### src/rtl/rotary_encoder_pkg.sv
// rtl/rotary_encoder_pkg.sv - shared types for the rotary encoder block family
package rotary_encoder_pkg;

    typedef enum logic {
        SLOW_E = 1'b0,
        FAST_E = 1'b1
    } speed_t;

    typedef logic rotation_t;

    localparam rotation_t ROT_LEFT_C  = 1'b0;
    localparam rotation_t ROT_RIGHT_C = 1'b1;

endpackage

### src/rtl/rotary_encoder_accel.sv
// rtl/rotary_encoder_accel.sv - detent interval tracking and step-size selection
module rotary_encoder_accel
    import rotary_encoder_pkg::*;
#(
    parameter int COUNTER_WIDTH_P = 16,
    parameter int ACCEL_WINDOW_P  = 50000,
    parameter int ACCEL_STREAK_P  = 4,
    parameter int ACCEL_STEP_P    = 8
) (
    input  logic                       clk,
    input  logic                       rst,
    input  logic                       valid_change,
    input  logic                       rotation_direction,
    input  logic                       accel_en,
    output logic [COUNTER_WIDTH_P-1:0] step
);

    localparam int IW  = $clog2(ACCEL_WINDOW_P + 1);
    localparam int SKW = $clog2(ACCEL_STREAK_P + 1);

    localparam logic [IW-1:0]              WINDOW_C    = IW'(ACCEL_WINDOW_P);
    localparam logic [SKW-1:0]             STREAK_C    = SKW'(ACCEL_STREAK_P);
    localparam logic [COUNTER_WIDTH_P-1:0] FAST_STEP_C = COUNTER_WIDTH_P'(ACCEL_STEP_P);
    localparam logic [COUNTER_WIDTH_P-1:0] UNIT_STEP_C = COUNTER_WIDTH_P'(1);

    speed_t          speed_q, speed_d;
    logic [IW-1:0]   interval_q, interval_d;
    logic [SKW-1:0]  streak_q, streak_d;
    rotation_t       last_dir_q, last_dir_d;
    logic            is_fast;
    logic            same_dir;

    always_ff @(posedge clk) begin
        if (rst) begin
            speed_q    <= SLOW_E;
            interval_q <= WINDOW_C;
            streak_q   <= '0;
            last_dir_q <= ROT_LEFT_C;
        end else begin
            speed_q    <= speed_d;
            interval_q <= interval_d;
            streak_q   <= streak_d;
            last_dir_q <= last_dir_d;
        end
    end

    always_comb begin
        interval_d = interval_q;
        if (valid_change) begin
            interval_d = '0;
        end else if (interval_q != WINDOW_C) begin
            interval_d = interval_q + 1'b1;
        end

        is_fast    = (interval_q < WINDOW_C);
        same_dir   = (rotation_direction == last_dir_q);
        last_dir_d = valid_change ? rotation_direction : last_dir_q;

        speed_d  = speed_q;
        streak_d = streak_q;
        step     = UNIT_STEP_C;

        if (!accel_en) begin
            speed_d  = SLOW_E;
            streak_d = '0;
        end else begin
            case (speed_q)
                SLOW_E: begin
                    if (valid_change) begin
                        streak_d = (is_fast && same_dir) ? streak_q + 1'b1 : SKW'(1);
                        if (streak_d >= STREAK_C) begin
                            speed_d = FAST_E;
                        end
                    end
                end
                FAST_E: begin
                    step = FAST_STEP_C;
                    // Leaving FAST as the interval saturates means any later detent sees SLOW.
                    if (valid_change) begin
                        if (!same_dir) begin
                            speed_d  = SLOW_E;
                            streak_d = SKW'(1);
                            step     = UNIT_STEP_C;
                        end
                    end else if (interval_d == WINDOW_C) begin
                        speed_d  = SLOW_E;
                        streak_d = '0;
                    end
                end
                default: begin
                    speed_d  = SLOW_E;
                    streak_d = '0;
                end
            endcase
        end
    end

endmodule

### src/rtl/rotary_encoder_counter.sv
// rtl/rotary_encoder_counter.sv - bounded position accumulator with saturate/wrap and acceleration
module rotary_encoder_counter
    import rotary_encoder_pkg::*;
#(
    parameter int COUNTER_WIDTH_P = 16,
    parameter int MIN_P           = 0,
    parameter int MAX_P           = 255,
    parameter int INIT_P          = 0,
    parameter int ACCEL_WINDOW_P  = 50000,
    parameter int ACCEL_STREAK_P  = 4,
    parameter int ACCEL_STEP_P    = 8
) (
    input  logic                       clk,
    input  logic                       rst,
    input  logic                       valid_change,
    input  logic                       rotation_direction,
    input  logic                       cfg_wrap,
    input  logic                       cfg_accel_en,
    input  logic                       load,
    input  logic [COUNTER_WIDTH_P-1:0] load_value,
    output logic [COUNTER_WIDTH_P-1:0] counter_value,
    output logic                       counter_valid,
    output logic                       at_min,
    output logic                       at_max
);

    localparam int SW = COUNTER_WIDTH_P + 2;

    localparam logic [COUNTER_WIDTH_P-1:0] MIN_C  = COUNTER_WIDTH_P'(MIN_P);
    localparam logic [COUNTER_WIDTH_P-1:0] MAX_C  = COUNTER_WIDTH_P'(MAX_P);
    localparam logic [COUNTER_WIDTH_P-1:0] INIT_C = COUNTER_WIDTH_P'(INIT_P);
    localparam logic signed [SW-1:0]       MIN_S  = SW'(MIN_P);
    localparam logic signed [SW-1:0]       MAX_S  = SW'(MAX_P);
    localparam logic signed [SW-1:0]       SPAN_S = SW'(MAX_P - MIN_P + 1);

    logic [COUNTER_WIDTH_P-1:0] step;
    logic [COUNTER_WIDTH_P-1:0] value_q, value_d;
    logic [COUNTER_WIDTH_P-1:0] load_clamped;
    logic [COUNTER_WIDTH_P-1:0] detent_value;
    logic signed [SW-1:0]       cur_s, step_s, sum_s, bounded_s, load_s;
    logic                       valid_q, valid_d;
    logic                       at_min_q, at_min_d;
    logic                       at_max_q, at_max_d;

    rotary_encoder_accel #(
        .COUNTER_WIDTH_P (COUNTER_WIDTH_P),
        .ACCEL_WINDOW_P  (ACCEL_WINDOW_P),
        .ACCEL_STREAK_P  (ACCEL_STREAK_P),
        .ACCEL_STEP_P    (ACCEL_STEP_P)
    ) u_accel (
        .clk                (clk),
        .rst                (rst),
        .valid_change       (valid_change),
        .rotation_direction (rotation_direction),
        .accel_en           (cfg_accel_en),
        .step               (step)
    );

    always_comb begin
        cur_s  = $signed({2'b00, value_q});
        step_s = $signed({2'b00, step});
        sum_s  = (rotation_direction == ROT_RIGHT_C) ? cur_s + step_s : cur_s - step_s;

        // Step never exceeds the span, so a single wrap correction is enough.
        bounded_s = sum_s;
        if (sum_s > MAX_S) begin
            bounded_s = cfg_wrap ? sum_s - SPAN_S : MAX_S;
        end else if (sum_s < MIN_S) begin
            bounded_s = cfg_wrap ? sum_s + SPAN_S : MIN_S;
        end
        detent_value = COUNTER_WIDTH_P'(bounded_s);

        load_s       = $signed({2'b00, load_value});
        load_clamped = load_value;
        if (load_s < MIN_S) begin
            load_clamped = MIN_C;
        end else if (load_s > MAX_S) begin
            load_clamped = MAX_C;
        end

        value_d = value_q;
        if (load) begin
            value_d = load_clamped;
        end else if (valid_change) begin
            value_d = detent_value;
        end

        valid_d  = (value_d != value_q);
        at_min_d = (value_d == MIN_C);
        at_max_d = (value_d == MAX_C);
    end

    always_ff @(posedge clk) begin
        if (rst) begin
            value_q  <= INIT_C;
            valid_q  <= 1'b0;
            at_min_q <= (INIT_C == MIN_C);
            at_max_q <= (INIT_C == MAX_C);
        end else begin
            value_q  <= value_d;
            valid_q  <= valid_d;
            at_min_q <= at_min_d;
            at_max_q <= at_max_d;
        end
    end

    assign counter_value = value_q;
    assign counter_valid = valid_q;
    assign at_min        = at_min_q;
    assign at_max        = at_max_q;

endmodule

### config.mk
export PLATFORM = sky130hd
export DESIGN_NAME = rotary_encoder_counter
export DESIGN_NICKNAME = d
export VERILOG_FILES = /design/src/rtl/rotary_encoder_pkg.sv /design/src/rtl/rotary_encoder_accel.sv /design/src/rtl/rotary_encoder_counter.sv
export SDC_FILE = /design/constraint.sdc
export NUM_CORES = 1
export LEC_CHECK = 0
export ABC_CLOCK_PERIOD_IN_PS = 5700
export CAP_MARGIN = 20
export CELL_PAD_IN_SITES_DETAIL_PLACEMENT = 1
export CELL_PAD_IN_SITES_GLOBAL_PLACEMENT = 2
export CORE_UTILIZATION = 30
export CTS_CLUSTER_SIZE = 12
export DETAILED_ROUTE_END_ITERATION = 12
export PLACE_DENSITY_LB_ADDON = 0.05
export SYNTH_ARGS = -nofsm -noshare
export SYNTH_HDL_FRONTEND = slang
export SYNTH_SLANG_ARGS = --single-unit
### constraint.sdc
create_clock -name clk -period 5.7 [get_ports clk]
set_input_delay 0.855 -clock clk [delete_from_list [all_inputs] [get_ports clk]]
set_output_delay 0.855 -clock clk [all_outputs]
set_load 0.05 [all_outputs]
==> flow_summary.yaml, run 1 <==
final_layout:
  final_cell_mix: "nor2_1, clkdlybuf4s50_1, dfxtp_1, nand2_1, a21oi_1"
  diodes: 0
  layout-drive-gt1-share_pct: 12.2
  fin_nets: 577
  fill_cells: 1566
  final_common_cell: "nor2_1"
  instances_no_fill: 715
  syn2layout_area_growth_pct: 22.8
clock_tree:
  clk_transition_reported_paths_ns: 0.06
  h-tree-depth: 2
  clkLatencyLatePin_ns: 0.28
  cts-root-buf: "clkbuf_16"
  cts_tree: "yes"
  max-clock-path-buffers: 2
  hold_buffers: 0
  cts_num_sinks: 40
  numCtsBuffers: 5
setup_path:
  crit_slowest_cell: "clkdlybuf4s50_1"
  cp_slowest_stage_delay_ns: 0.54
  critical_path_required_ns: 5.89
  cp-end-kind: "flop"
  crit_family: "compound AO/OA/AOI/OAI gates"
  cp.arrival_ns: 5.49
  path_cells: "clkdlybuf4s50_1, xor2_2, nand2_1, nand3_2, ha_1, or3b_1, a211o_1, a21oi_1, nor2_1, inv_1, ha_1, or4b_1, nor4_4, a41o_1, a31o_2, o21ai_0, a21oi_1, a41oi_2, o41ai_2"
  path_class: "in2reg"
  path_max_fanout: 5
  crit_buf_inv: 2
  critPathLaunchType: "input port"
synthesis:
  async_flop_share_pct: 0
  ys_seq_area_share_pct: 20.8
  synth_area_sq_um: 3850
  synth_edf_count: 0
  synth_nets: 535
  ys.flop_type: "dfxtp_1"
  avgSynthCellArea_sq_um: 7.69
  ys_warn_count: 0
  netlist_instances: 500
  synth_cell_type_count: 86
  synth-seq-cells: 40
power:
  peakVddDrop_mv: 0.132
  p_total_uw: 1030
  power_density_nw_per_um2: 219
  leakagePower_uw: 0.00166
worst_hold_path:
  min_path_type: "reg2reg"
flow_run:
  maxCapViolCount: 0
detailed_routing:
  firstDrtPassIters: 4
  drt_iter0_markers: 217
  avgRoutedWirePerCell_microns: 20.7
  route.detailed.drc: 0
  vias_per_cell: 5.66
  drtAntennaViolNets: 0
  route.vias.total: 4049
  finalWirelength_microns: 14800
die:
  num_rows: 41
  start_util_pct: 30.6
  core_area_sq_um: 12600
  die_w_microns: 115
  dieArea_sq_um: 13300
  die_h_microns: 115
  io_pins: 42
sta:
  finClkSkew_ns: 0.00177
  tightest_slew_ns: 0.732
  max_slew_margin_pct: 50.7
  rsz0062_at_grt: "no"
  setup_ws_ns: 0.396
  slew_viol_final: 0
  fin_crit_ns: 5.30
  finalCritPeriodShare_pct: 93.1
  clock.fmax_mhz: 189
  hold_viol: 0
  setup_violations: 0
placed_design:
  hpwl_microns: 11900
  preCtsSetupSlack_ns: -0.327
  io_buffers: 41
  placed_cells: 706
  globalplace.congestion: 0.882
global_route:
  grt_max_degree: 34
  grt_pass1_wl_microns: 23300
  gr-total-overflow: 0
  grt_use_total_pct: 23.2
  grt_pass1_vias: 4153
  antenna_found_initial: 0
status:
  status: "finished, final reports clean"
metal layers:
| layer | part of all wire (%) | vias to the layer above | global-route usage [%] | wire length [microns] |
|---|---|---|---|---|
| li1 | - | 1976 | - | - |
| met1 | 45 | 1980 | 29.6 | 6670 |
| met2 | 50 | 76 | 41.4 | 7410 |
| met3 | 3.4 | 17 | 2.32 | 506 |
| met4 | 1.5 | 0 | 6.15 | 219 |
| met5 | 0 | - | 0 | 0 |
worst min-delay path, cell delays in order (launching register included):
cell,delay [ns]
dfxtp_1,0.31
nand2_1,0.06
a21oi_1,0.05
report_power, final:
group / total (uW) / internal, uW / switching [uW]
clock network: 286 / 175 / 111
logic: 417 / 169 / 248
registers: 331 / 294 / 37.4
total: 1030 / 637 / 397
sequential cells by signal, summed over array words and instances, names as in the netlist:
name and cells:
at_max 1, u_accel.streak_q 3, at_min 1, counter_value 16
u_accel.last_dir_q 1, u_accel.speed_q 1, u_accel.interval_q 16, counter_valid 1
layout make-up:
cell class              instances  area [sq um]  share of cell area [%]
multi-input cells             401          2860                    60.6
flip-flops and latches         40           801                    17.0
repair buffers                 65           591                    12.5
well taps                     172           215                    4.56
clock buffers                   8           146                    3.10
inverters                      29           109                    2.30
through the flow:
stage	hold slack [ns]	TNS, ns	util, %	area, sq um
floorplan	0.436	0	-	3850
CTS	0.468	0	37.1	4670
global route	0.494	0	37.6	4720
global placement	0.450	-0.398	35.9	4510
detailed placement	0.459	-0.940	35.9	4510
finish	0.468	0	37.6	4720
repair_timing:
action / in CTS / in global routing
pin swaps: 0 / 3
setup buffers: 0 / 1
setup endpoints to repair: 3 / 3
resized for setup: 1 / 8
cells in the mapped netlist (all sizes together) (3+ instances only):
cell type	count	area share, %
nor2	46	4.7
dfxtp	40	21
a21oi	31	4.4
nand2	31	3.2
inv	29	2.8
o21ai	27	3.8
clkbuf	23	2.2
nor3	23	3.1
xnor2	22	5.0
nand3	16	2.2
ha	12	3.9
xor2	12	2.7
nand4	11	1.8
nor4	11	2.3
a211oi	9	1.8
o22ai	9	1.6
or3	9	1.5
and2	8	1.3
a41oi	7	2.0
buf	7	1.2
o211ai	7	1.4
a31oi	6	0.98
mux2i	6	1.9
o31ai	6	1.5
or2	6	0.98
a2111oi	5	2.3
a211o	5	1.1
nor2b	5	0.81
nor4b	5	1.3
or4	5	1.2
and3	4	0.65
and4	4	0.91
o21a	4	0.78
a21o	3	0.59
a221oi	3	0.68
a41o	3	0.78
o2111ai	3	0.68
o32ai	3	0.88
path summary, 6_finish.rpt:
path,from,endpoint,slack [ns],depth (start not counted)
setup / recovery,rotation_direction,at_min,0.40,19
hold / removal,u_accel.streak_q[1],u_accel.streak_q[1],0.47,2
setup reg to reg,u_accel.last_dir_q,at_min,1.11,18
hold reg to reg,u_accel.streak_q[1],u_accel.streak_q[1],0.47,2
logic make-up (layout without fill, tap and decap cells):
| family | count (synthesis) | after routing | synth area share (%) |
|---|---|---|---|
| muxes | 6 | 6 | 1.89 |
| xor gates and xnor gates | 34 | 34 | 7.74 |
| buffers and inverters | 59 | 102 | 6.24 |
| DFF | 40 | 40 | 20.8 |
| AOI/OAI and AO/OA | 154 | 154 | 31.1 |
| adders and majority gates | 12 | 12 | 3.90 |
| and+or+nand+nor | 195 | 195 | 28.3 |
Note: power is estimated with default switching activity, not from simulation.
==> inputs of run 2 (changes only) <==
- ABC_CLOCK_PERIOD_IN_PS: 5700 -> 4900
- CELL_PAD_IN_SITES_DETAIL_PLACEMENT: 1 -> not set
- CELL_PAD_IN_SITES_GLOBAL_PLACEMENT: 2 -> not set
- CORE_UTILIZATION: 30 -> 60
- SYNTH_HIERARCHICAL: not set -> 1
- clock period: 5.7 -> 4.9 ns (I/O delays scaled with it)
==> flow_summary.yaml, run 2 <==
synthesis:
  yosysMostFrequentCell: "nor2_1"
  synth_area_sq_um: 5650
  synth-seq-cells: 40
  synth_cell_type_count: 107
  ys_warn_count: 6
  async_flop_share_pct: 0
  synth_top_area_share_pct: 14.2
  netlist_instances: 754
  yosys-top-cells-count: "nor2_1, nand2_1, a21oi_1, inv_1"
  synth_edf_count: 0
  ys_seq_area_share_pct: 14.2
  avgSynthCellArea_sq_um: 7.49
  synth.area.top_cells: "dfxtp_1, ha_1, nor2_1"
  ys.flop_type: "dfxtp_1"
  yosysTopAreaCell: "dfxtp_1"
die:
  die_h_microns: 99
  die_w_microns: 99
  dieArea_sq_um: 9800
  num_rows: 35
  core_area_sq_um: 9200
  start_util_pct: 61.4
  io_pins: 42
sta:
  whs_ns: 0.483
  hold_viol: 0
  tightest_slew_ns: 0.755
  setup_ws_ns: -0.580
  finalCritPeriodShare_pct: 112
  max_slew_margin_pct: 49.2
  fin_crit_ns: 5.48
  clock.fmax_mhz: 182
  rsz0062_at_grt: "yes"
  setup_violations: 6
  finClkSkew_ns: 0.0150
  slew_viol_final: 0
status:
  status: "finished, violations left"
  violations: "negative setup slack"
placed_design:
  placed_cells: 982
  io_buffers: 41
  globalplace.congestion: 1.02
  hpwl_microns: 15700
clock_tree:
  h-tree-depth: 2
  numCtsBuffers: 5
  clkLatencyLatePin_ns: 0.31
  cts_tree: "yes"
  cts_num_sinks: 40
  max-clock-path-buffers: 2
  clk_transition_reported_paths_ns: 0.10
  cts-root-buf: "clkbuf_8"
detailed_routing:
  avgRoutedWirePerCell_microns: 20.6
  firstDrtPassIters: 5
  vias_per_cell: 6.82
  drtAntennaViolNets: 0
  route.vias.total: 6815
  route.detailed.drc: 0
  drt_iter0_markers: 868
  finalWirelength_microns: 20600
flow_run:
  maxCapViolCount: 0
global_route:
  gr-total-overflow: 0
  grt_pass1_wl_microns: 32300
  grt_use_total_pct: 41.6
  antenna_found_initial: 1
  grt_pass1_vias: 6418
  grt_max_degree: 43
final_layout:
  final_cell_mix: "buf_4, nor2_1, nand2_1, inv_1, a21oi_1"
  utilization_pct: 78.2
  syn2layout_area_growth_pct: 27.3
  layout-drive-gt1-share_pct: 26.5
  instances_no_fill: 1000
  fin_nets: 951
  final_common_cell: "buf_4"
power:
  leakagePower_uw: 0.00284
  power_switching_share_pct: 43.1
  combinationalPowerShare_pct: 59.2
  power_switching_uw: 695
  p_total_uw: 1610
  clockPowerShare_pct: 18.3
  p_int_uw: 919
  seqPwrFrac_pct: 22.5
  power_density_nw_per_um2: 225
  peakVddDrop_mv: 0.191
setup_path:
  cp.depth: 22
  critical_path_required_ns: 5.13
  path_max_fanout: 5
  path_class: "in2reg"
  path_cells: "clkdlybuf4s15_1, nand2_2, and3_4, buf_4, inv_2, ha_4, buf_4, o211ai_1, o21a_1, o211ai_1, a21oi_2, nor2_4, ha_2, or3b_4, or4_4, o31ai_4, nand4_4, a211o_1, a311oi_2, nor3_2, or4_4, o31ai_4"
  crit_buf_inv: 4
  crit_family: "simple AND/OR/NAND/NOR gates"
  cp.arrival_ns: 5.71
  cp-end-kind: "flop"
  ff2ff_path_depth: 22
  cp_slowest_stage_delay_ns: 0.56
  crit_slowest_cell: "or4_4"
  critPathLaunchType: "input port"
worst_hold_path:
  min_path_type: "reg2reg"
  hold_depth: 2
-- run 2: power groups by stage --
stage | clock, uW | sequential (uW) | combinational [uW]
after floorplan | 0 | 404 | 490
after global placement | 0 | 368 | 843
after detailed placement | 0 | 369 | 862
after CTS | 295 | 362 | 886
after global routing | 309 | 365 | 1010
final | 295 | 364 | 955
-- run 2: stage by stage --
stage	TNS, ns	setup slack, ns	cell area [sq um]
finish	-2.21	-0.580	7190
global placement	-11.13	-1.10	6810
floorplan	-1.75	-0.638	5780
detailed placement	-13.56	-1.27	6810
CTS	-2.63	-0.671	7030
global route	-3.08	-0.675	7190
-- run 2: worst register-to-register path, delay by kind of cell, from the launching register on --
kind | cells | cell delay, ns
DFF | 1 | 0.40
adders and majority gates | 3 | 0.67
xor gates and xnor gates | 1 | 0.20
and+or+nand+nor | 9 | 2.14
AOI/OAI and AO/OA | 7 | 1.74
buffers and inverters | 2 | 0.12
-- run 2: logic make-up (layout without fill, tap and decap cells) --
| kind of cell | count (synthesis) | after routing | share of synthesized area (%) |
|---|---|---|---|
| AO/OA/AOI/OAI | 231 | 231 | 30.7 |
| XOR/XNOR | 26 | 26 | 4.03 |
| adder cells (fa/ha/maj) | 41 | 41 | 9.35 |
| buffers and inverters | 107 | 228 | 10.5 |
| flip-flops | 40 | 40 | 14.2 |
| multiplexers | 11 | 11 | 2.04 |
| other | 1 | 15 | 0.0664 |
| AND/OR/NAND/NOR | 297 | 297 | 29.1 |
-- run 2: repair_timing --
item / in CTS / in global routing
setup buffers: 3 / 7
gates resized for setup: 29 / 19
gates cloned: 0 / 0
hold buffers: 0 / 0
setup endpoints to repair: 19 / 17
pin swaps: 28 / 25
-- run 2: final timing paths --
kind / startpoint / end / slack, ns
worst max register to register: u_accel/last_dir_q / at_min / -0.44
worst min register to register: u_accel/streak_q[1] / u_accel/streak_q[1] / 0.48
worst max-delay path: valid_change / at_min / -0.58
worst min-delay path: u_accel/streak_q[1] / u_accel/streak_q[1] / 0.48
-- run 2: final cells by class --
type / count / area [sq um]
multi-input cells: 620 / 4540
fillers: 675 / 2010
repair buffers: 170 / 1400
flip-flops and latches: 40 / 801
inverters: 50 / 190
well taps: 111 / 139
clock buffers: 5 / 68.8
clock inverters: 3 / 46.3
diodes: 1 / 2.50
-- run 2: metal layers --
layer / share of wire, % / track usage [%]
met2: 46 / 67.8
met4: 4.2 / 17.6
met3: 10 / 7.73
met1: 40 / 53.9
met5: 0 / 0
==> inputs of run 3 (changes only) <==
- SETUP_SLACK_MARGIN: not set -> 0.02
==> flow_summary.yaml, run 3 (synthesis gave the netlist of run 2 again) <==
sta:
  slew_viol_final: 0
  finClkSkew_ns: 0.0124
  clock.fmax_mhz: 184
  rsz0062_at_grt: "yes"
  fin_setup_tns_ns: -2.04
  hold_viol: 0
  max_slew_margin_pct: 50.9
  fin_crit_ns: 5.44
  finalCritPeriodShare_pct: 111
  setup_violations: 8
  setup_ws_ns: -0.536
  tightest_slew_ns: 0.727
power:
  power_switching_share_pct: 42.9
  power_switching_uw: 699
  peakVddDrop_mv: 0.187
  p_total_uw: 1630
  combinationalPowerShare_pct: 59.6
  clockPowerShare_pct: 18.2
  seqPwrFrac_pct: 22.3
  leakagePower_uw: 0.00295
  p_int_uw: 929
  power_density_nw_per_um2: 221
setup_path:
  path_cells: "buf_8, xor2_4, nand2_2, and3_4, inv_4, ha_4, fa_2, nand2b_4, a2111o_1, a311o_1, and3_4, nor2_4, ha_2, or3b_4, or4_4, o31ai_4, nand4_4, buf_6, buf_12, a41oi_4, o2bb2ai_2, nand3_1, or4_4, o31ai_4"
  crit_slowest_cell: "or4_4"
  ff2ff_path_depth: 23
  cp.arrival_ns: 5.66
  critPathLaunchType: "input port"
  r2r-end: "at_min"
  path_max_fanout: 4
  cp-end-kind: "flop"
  r2r_slack_ns: -0.45
  path_class: "in2reg"
  r2r-start: "u_accel/last_dir_q"
  cp_slowest_stage_delay_ns: 0.55
  critical_path_required_ns: 5.13
final_layout:
  fill_cells: 652
  syn2layout_area_growth_pct: 30.5
  seq_area_sq_um: 801
  final_common_cell: "buf_4"
  multi_input_area_sq_um: 4560
  fin_nets: 970
  final_cell_mix: "buf_4, nor2_1, nand2_1, inv_1, a21oi_1"
  layout-drive-gt1-share_pct: 28.7
  final_area_sq_um: 7370
placed_design:
  io_buffers: 41
  hpwl_microns: 15400
  globalplace.congestion: 1.01
  dpl_cell_area_sq_um: 6890
global_route:
  grt_pass1_wl_microns: 32100
  gr-total-overflow: 0
  antenna_found_initial: 1
  grt_use_total_pct: 41.0
  grt_max_degree: 43
  grt_pass1_vias: 6405
die:
  io_pins: 42
  start_util_pct: 61.4
  die_w_microns: 99
  dieArea_sq_um: 9800
  core_area_sq_um: 9200
  die_h_microns: 99
  num_rows: 35
detailed_routing:
  route.detailed.drc: 0
  finalWirelength_microns: 20400
  drtAntennaViolNets: 0
  firstDrtPassIters: 5
  avgRoutedWirePerCell_microns: 20.0
  route.vias.total: 6796
  drt_iter0_markers: 735
  vias_per_cell: 6.67
status:
  violations: "negative setup slack"
  status: "finished, violations left"
flow_run:
  maxCapViolCount: 0
worst_hold_path:
  whs_endpoint: "u_accel/streak_q[1]"
  hold_depth: 2
  min_from: "u_accel/streak_q[1]"
  min_path_type: "reg2reg"
clock_tree:
  h-tree-depth: 2
  clk_transition_reported_paths_ns: 0.10
  max-clock-path-buffers: 2
  cts_num_sinks: 40
  cts_tree: "yes"
  cts-root-buf: "clkbuf_8"
  clkLatencyLatePin_ns: 0.30
  numCtsBuffers: 5
==> run 3: how the worst max path moves through the flow <==
stage / from / to / cells past startpoint
2_1_floorplan: valid_change / at_min / 22
3_5_place_dp: rotation_direction / at_min / 24
6_report: rotation_direction / at_min / 24
3_3_place_gp: rotation_direction / at_min / 23
4_1_cts: rotation_direction / at_min / 22
5_1_grt: rotation_direction / at_min / 24
==> run 3: per-layer routing <==
| layer | routed length [microns] | track usage, % | vias to the layer above |
|---|---|---|---|
| met2 | 9140 | 67.1 | 460 |
| met3 | 2190 | 7.73 | 75 |
| met4 | 771 | 15.4 | 0 |
| met1 | 8320 | 53.5 | 3151 |
| li1 | - | - | 3110 |
| met5 | 0 | 0 | - |
==> run 3: area by class of cell <==
class	count	share of cell area [%]
clock buffer	5	0.934
antenna	1	0.0340
multi-input combinational	620	61.9
tap	111	1.89
inverter	50	2.58
clock inverter	3	0.628
timing repair buffer	189	21.2
sequential	40	10.9
==> run 3: critical path, delay by kind of cell <==
| family | cells | cell delay [ns] |
|---|---|---|
| AOI/OAI and AO/OA | 6 | 1.59 |
| xor gates and xnor gates | 1 | 0.16 |
| adders and majority gates | 3 | 0.53 |
| buffers and inverters | 4 | 0.46 |
| and+or+nand+nor | 10 | 2.17 |
==> run 3: repair_timing <==
action | in CTS | in global routing
setup buffers | 9 | 11
hold buffers | 0 | 0
pin swaps | 24 | 22
setup endpoints to repair | 19 | 19
gates resized for setup | 31 | 24
==> run 3: power groups by stage <==
stage	clock network [uW]	logic, uW	registers (uW)
2_1_floorplan	0	490	404
3_3_place_gp	0	854	368
3_5_place_dp	0	868	368
4_1_cts	291	897	361
5_1_grt	304	1020	364
6_report	296	970	363
==> run 3: stage by stage <==
step | hold slack, ns | setup WS (ns) | std cells | utilization [%]
2_1_floorplan | 0.444 | -0.638 | 767 | -
4_1_cts | 0.490 | -0.702 | 1009 | 78.1
3_3_place_gp | 0.454 | -1.09 | 993 | 74.9
6_report | 0.496 | -0.536 | 1019 | 80.1
3_5_place_dp | 0.478 | -1.25 | 993 | 74.9
5_1_grt | 0.514 | -0.671 | 1018 | 80.1
